$ cat config.mk
export PLATFORM = sky130hd
export DESIGN_NAME = nvme_host_link
export DESIGN_NICKNAME = d
export VERILOG_FILES = /design/src/rtl/nvme_pkg.sv /design/src/rtl/nvme_sync_fifo.sv /design/src/rtl/nvme_host_link.sv
export SDC_FILE = /design/constraint.sdc
export NUM_CORES = 1
export LEC_CHECK = 0
export ABC_AREA = 1
export CAP_MARGIN = 25
export CELL_PAD_IN_SITES_DETAIL_PLACEMENT = 1
export CELL_PAD_IN_SITES_GLOBAL_PLACEMENT = 1
export CORE_MARGIN = 8
export CORE_UTILIZATION = 45
export DETAILED_ROUTE_END_ITERATION = 16
export PLACE_DENSITY = 0.82
export RECOVER_POWER = 25
export SLEW_MARGIN = 20
export SYNTH_ARGS = -nofsm -noshare
export SYNTH_HDL_FRONTEND = slang
export SYNTH_SLANG_ARGS = --single-unit
export TNS_END_PERCENT = 5
$ cat constraint.sdc
create_clock -name clk -period 2.6 [get_ports clk]
set_clock_uncertainty 0.05 [all_clocks]
set_input_delay 0.26 -clock clk [delete_from_list [all_inputs] [get_ports clk]]
set_output_delay 0.26 -clock clk [all_outputs]
set_load 0.05 [all_outputs]
$ cat src/rtl/nvme_pkg.sv
// Shared definitions for the NVMe host link: word width, FSM states, default timing.
package nvme_pkg;

  localparam int unsigned NVME_WORD_W          = 16;
  localparam int unsigned NVME_TIMEOUT_CYCLES  = 256;
  localparam int unsigned NVME_IRQ_POLL_CYCLES = 16;

  typedef enum logic [2:0] {
    ST_IDLE,
    ST_ISSUE,
    ST_WAIT_RSP,
    ST_WAIT_IRQ,
    ST_ACK_IRQ
  } link_state_e;

  function automatic int unsigned max_u(input int unsigned a, input int unsigned b);
    return (a > b) ? a : b;
  endfunction

endpackage

$ cat src/rtl/nvme_sync_fifo.sv
// Synchronous first-word-fall-through FIFO; full is derived from the registered count only.
module nvme_sync_fifo #(
  parameter int unsigned WIDTH = 16,
  parameter int unsigned DEPTH = 4
) (
  input  logic             clk,
  input  logic             reset_n,
  input  logic             push,
  input  logic [WIDTH-1:0] push_data,
  input  logic             pop,
  output logic             full,
  output logic             empty,
  output logic [WIDTH-1:0] head
);

  localparam int unsigned AW = $clog2(DEPTH);
  localparam int unsigned CW = AW + 1;

  logic [WIDTH-1:0] mem [DEPTH];
  logic [AW-1:0]    wr_ptr;
  logic [AW-1:0]    rd_ptr;
  logic [CW-1:0]    count;
  logic             push_en;
  logic             pop_en;

  assign full    = (count == CW'(DEPTH));
  assign empty   = (count == '0);
  assign head    = mem[rd_ptr];
  assign push_en = push && !full;
  assign pop_en  = pop && !empty;

  always_ff @(posedge clk) begin
    if (!reset_n) begin
      wr_ptr <= '0;
      rd_ptr <= '0;
      count  <= '0;
    end else begin
      if (push_en) wr_ptr <= wr_ptr + AW'(1);
      if (pop_en)  rd_ptr <= rd_ptr + AW'(1);
      count <= count + CW'(push_en) - CW'(pop_en);
    end
  end

  always_ff @(posedge clk) begin
    if (push_en) mem[wr_ptr] <= push_data;
  end

endmodule

$ cat src/rtl/nvme_host_link.sv
// Host-side NVMe link endpoint: one outstanding command, buffered commands and completions,
// response timeout and interrupt handshake (irq-driven or polled).
module nvme_host_link
  import nvme_pkg::*;
#(
  parameter int unsigned CMD_DEPTH       = 4,
  parameter int unsigned CPL_DEPTH       = 4,
  parameter int unsigned TIMEOUT_CYCLES  = NVME_TIMEOUT_CYCLES,
  parameter int unsigned IRQ_POLL_CYCLES = NVME_IRQ_POLL_CYCLES
) (
  input  logic                   clk,
  input  logic                   reset_n,
  input  logic                   cmd_valid,
  input  logic [NVME_WORD_W-1:0] cmd_data,
  output logic                   cmd_ready,
  output logic                   cpl_valid,
  output logic [NVME_WORD_W-1:0] cpl_data,
  input  logic                   cpl_ready,
  output logic                   dev_rx_valid,
  output logic [NVME_WORD_W-1:0] dev_rx_data,
  input  logic                   dev_tx_ready,
  input  logic [NVME_WORD_W-1:0] dev_tx_data,
  output logic                   dev_tx_ack,
  input  logic                   dev_irq_req,
  output logic                   dev_irq_ack,
  output logic                   busy,
  output logic                   timeout_err,
  input  logic                   timeout_clr
);

  localparam int unsigned CNT_MAX = max_u(TIMEOUT_CYCLES, IRQ_POLL_CYCLES);
  localparam int unsigned CNT_W   = $clog2(CNT_MAX);
  localparam logic [CNT_W-1:0] TMO_LAST  = CNT_W'(TIMEOUT_CYCLES - 1);
  localparam logic [CNT_W-1:0] POLL_LAST = CNT_W'(IRQ_POLL_CYCLES - 1);

  link_state_e            state;
  link_state_e            state_nxt;
  logic [CNT_W-1:0]       cnt;
  logic                   tmo_hit;
  logic                   cmd_full;
  logic                   cmd_empty;
  logic                   cpl_full;
  logic                   cpl_empty;
  logic                   cmd_pop;
  logic                   cpl_push;
  logic [NVME_WORD_W-1:0] cmd_head;

  assign cmd_pop    = (state == ST_ISSUE);
  assign cpl_push   = (state == ST_WAIT_RSP) && dev_tx_ready;
  assign dev_tx_ack = cpl_push;
  assign cmd_ready  = !cmd_full;
  assign cpl_valid  = !cpl_empty;
  assign busy       = (state != ST_IDLE) || !cmd_empty;

  nvme_sync_fifo #(.WIDTH(NVME_WORD_W), .DEPTH(CMD_DEPTH)) u_cmd_fifo (
    .clk       (clk),
    .reset_n   (reset_n),
    .push      (cmd_valid),
    .push_data (cmd_data),
    .pop       (cmd_pop),
    .full      (cmd_full),
    .empty     (cmd_empty),
    .head      (cmd_head)
  );

  nvme_sync_fifo #(.WIDTH(NVME_WORD_W), .DEPTH(CPL_DEPTH)) u_cpl_fifo (
    .clk       (clk),
    .reset_n   (reset_n),
    .push      (cpl_push),
    .push_data (dev_tx_data),
    .pop       (cpl_ready),
    .full      (cpl_full),
    .empty     (cpl_empty),
    .head      (cpl_data)
  );

  // Next state; a response on the timeout cycle wins over the abort.
  always_comb begin
    state_nxt = state;
    tmo_hit   = 1'b0;
    case (state)
      ST_IDLE:     if (!cmd_empty && !cpl_full) state_nxt = ST_ISSUE;
      ST_ISSUE:    state_nxt = ST_WAIT_RSP;
      ST_WAIT_RSP: begin
        if (dev_tx_ready) begin
          state_nxt = ST_WAIT_IRQ;
        end else if (cnt == TMO_LAST) begin
          tmo_hit   = 1'b1;
          state_nxt = ST_ACK_IRQ;
        end
      end
      ST_WAIT_IRQ: if (dev_irq_req || (cnt == POLL_LAST)) state_nxt = ST_ACK_IRQ;
      ST_ACK_IRQ:  state_nxt = ST_IDLE;
      default:     state_nxt = ST_IDLE;
    endcase
  end

  // Outputs are registered from the next state so they line up with the state they belong to.
  always_ff @(posedge clk) begin
    if (!reset_n) begin
      state        <= ST_IDLE;
      cnt          <= '0;
      dev_rx_valid <= 1'b0;
      dev_rx_data  <= '0;
      dev_irq_ack  <= 1'b0;
      timeout_err  <= 1'b0;
    end else begin
      state <= state_nxt;
      if (state_nxt != state) begin
        cnt <= '0;
      end else if (cnt != '1) begin
        cnt <= cnt + CNT_W'(1);
      end
      dev_rx_valid <= (state_nxt == ST_ISSUE);
      dev_rx_data  <= (state_nxt == ST_ISSUE) ? cmd_head : '0;
      dev_irq_ack  <= (state_nxt == ST_ACK_IRQ);
      if (tmo_hit) begin
        timeout_err <= 1'b1;
      end else if (timeout_clr) begin
        timeout_err <= 1'b0;
      end
    end
  end

endmodule

==> impl_results.md <==
* WL final at roughly 15000 um
* Root Buffer: clkbuf_16
* Top cells by area, synth: edfxtp_1, dfxtp_1, nor2_1
* Clock Pin Slew Worst Setup and Hold Paths at 0.06 ns
* Post-CTS setup buffers at 0
* Tightest Pin Transition at between 0.5 and 0.6 ns
* Num CTS Buffers at 17
* Max-Cap Viols at 0
* Sequential-to-total area share from yosys stat at 0.7116
* Endpoints failing hold at 0
* Max VDD drop at between 0.0004 and 0.0005 V
* Netlist cell types at 32
* RSZ-0062 raised after global routing: false
* Worst slew margin at 0.6406
* Vias after detailed routing at 4371
* Yosys warning total at 0
* Pins over their slew limit at 0
* Crit-path cells: nor2_1 > nand2_1 > inv_1 > nor2_1 > ha_1 > inv_1 > ha_1 > inv_1 > fa_1 > inv_1 > o21ai_0 > a21oi_1
* Die Y at 138.0 um
* Antenna cells at 0
* Status: completed
* Switching share of power at 0.3514
* Leak at 3.022 nW
* CTS tree: yes
* Skew-Pair Late Insertion Delay at about 0.42 ns
* Fin crit share at 0.8925
* Bufs and invs on worst path at 4
* Die area at between 15000 and 20000 sq um
* Routed length per instance at ~18 um
* Grt total ovfl at 0
* Initial DRT Pass Iterations at 4
* Mapped cell area at 6695 sq um
* Synth top area share at 0.5741
* Slowest-stage cell, CP: dfxtp_1
* Post-Syn Nets at 615
* Share of cells above drive strength 1 at 0.1216
* Drt first-iter violations at slightly below 200
* Placeable Area at roughly 15000 sq um
* Initial core utilization at 0.4607
* IO buf count at 77
* PwrDens at 1018 nW/um^2
* Setup TNS at 0 ns
* Final setup viols at 0
* Worst EP required at approximately 2.9 ns
* Flop pwr share at 0.412
* CP endpoint kind: flop
* Post-Syn Area per Cell at 11.93 sq um
* Critical Path AT at between 2 and 3 ns
* Num rows at 44
* Startpoint Class: flop
* Die X at 138.0 um
* Post-cts gate resize count at 0
* I/O pin cnt at just under 80
* CTS H-tree lvls at 4
* Combinational share of power at 0.306
* CP dominant cell by count: inv_1
* DP Wirelength at ~10000 um
* Delay-heaviest family, CP: adder cells
* DRC errors left at 0
* Max Clock Freq at ~0.43 GHz
* Crit path time final at around 2.3 ns
* Final instance area at 8255 sq um
* Critical Path Max Stage Delay at between 0.4 and 0.5 ns
* Synth Register Bits at roughly 170
* Placed inst area at ~7700 sq um
* Total GRT Usage at 0.1670
* Routability cong. at slightly above 0.7
* Clock sinks at between 150 and 200
* Area leader, netlist: edfxtp_1
* WS Path Type: reg -> reg
* Vias in the first global route at approximately 4700
* Antenna violations before repair at 0
* Global-route wire length before repair at between 20000 and 25000 um
* Area grow syn2layout at 23.30%
* Clock Power Share at 0.282
* Post-DRT Antenna Nets at 0
* Vias per cell at ~5
* Psw at ~0.0030 W
* Internal power at between 0.005 and 0.006 W
* Commonest non-fill, non-tap cells in the layout: edfxtp_1, nor2_1, o21ai_0, dfxtp_1, inv_1
* Hold_buf cts at 0
* Largest net degree at the start of global routing at 36
* Max Root-Sink Buffers at 2
* Hold Crit Class: reg -> reg
* Max FO, Critical Path at 4
* Nets at roughly 710
* Syn Inst Count at 561
* Commonest non-fill, non-tap cell in the layout: edfxtp_1
## area by class of cell
cell class / instances / area (sq um)
fill: 1495 / 6279
sequential: 174 / 4765
multi-input combinational: 323 / 1667
timing repair buffer: 94 / 878.3
clock buffer: 19 / 442.9
tap: 184 / 230.2
inverter: 43 / 161.4
clock inverter: 13 / 111.4
## registers in the layout, indices dropped and copies added (netlist names), named ones only
name,count
cnt,8
dev_irq_ack,1
dev_rx_data,16
dev_rx_valid,1
state,3
timeout_err,1
u_cmd_fifo.count,3
u_cmd_fifo.mem,64
u_cmd_fifo.rd_ptr,2
u_cmd_fifo.wr_ptr,2
u_cpl_fifo.count,3
u_cpl_fifo.mem,64
u_cpl_fifo.rd_ptr,2
u_cpl_fifo.wr_ptr,2
## worst register-to-register path, cell delays in order, from the launching register on
cell and delay, ns:
dfxtp_1 0.42, nor2_1 0.07, nand2_1 0.10, inv_1 0.05, nor2_1 0.24, ha_1 0.30
inv_1 0.07, ha_1 0.15, inv_1 0.05, fa_1 0.36, inv_1 0.10, o21ai_0 0.11
a21oi_1 0.17
## layer usage
metal,wire (um),global-route usage
met3,602,0.03768
met2,8217,0.3077
met4,243,0.06985
met1,6261,0.1800
met5,0,0
## Yosys cell counts (all sizes together)
cell,n
xor2,3
a31oi,1
nor2,131
o21bai,1
a21boi,1
ha,13
nand2,24
o22ai,16
nor3b,2
a21oi,34
inv,43
nor3,4
fa,2
or2,3
xnor2,2
nand3,10
dfxtp,46
buf,10
o21ai,76
edfxtp,128
clkbuf,11
## cells by family after synthesis
kind of cell | synth area share
compound gates | 0.1009
xor+xnor | 0.006542
fa+ha+maj | 0.03028
buf+inv | 0.03943
flops | 0.7116
simple gates | 0.1112
## power groups by stage
stage               registers, W  logic [W]  clock network (W)
finish                   0.00346    0.00257            0.00237
global route             0.00349    0.00278            0.00253
floorplan                0.00378    0.00143                  0
global placement         0.00350    0.00247                  0
detailed placement       0.00352    0.00258                  0
CTS                      0.00347    0.00260            0.00243
## per-stage QoR
stage | setup slack, ns | util | hold slack [ns] | instances | power (W)
after floorplan | 0.3442 | - | 0.3089 | 561 | 0.005214
after global placement | 0.4773 | 0.5280 | 0.4046 | 817 | 0.005974
after detailed placement | 0.3889 | 0.5280 | 0.4222 | 817 | 0.006100
after CTS | 0.2372 | 0.5661 | 0.4061 | 849 | 0.008490
after global routing | 0.1163 | 0.5680 | 0.4515 | 850 | 0.008805
final | 0.2795 | 0.5680 | 0.4281 | 850 | 0.008403
## worst paths after layout
kind / startpoint / to / slack [ns] / cells after the start
hold reg to reg: u_cpl_fifo.rd_ptr[1]$_SDFFE_PN0P_ / flop / 0.43 / 2
hold / removal: u_cpl_fifo.rd_ptr[1]$_SDFFE_PN0P_ / flop / 0.43 / 2
setup reg to reg: u_cmd_fifo.count[1]$_SDFF_PN0_ / u_cmd_fifo.count[2]$_SDFF_PN0_ / 0.28 / 12
setup / recovery: u_cmd_fifo.count[1]$_SDFF_PN0_ / u_cmd_fifo.count[2]$_SDFF_PN0_ / 0.28 / 12
Note: power is estimated with default switching activity, not from simulation.
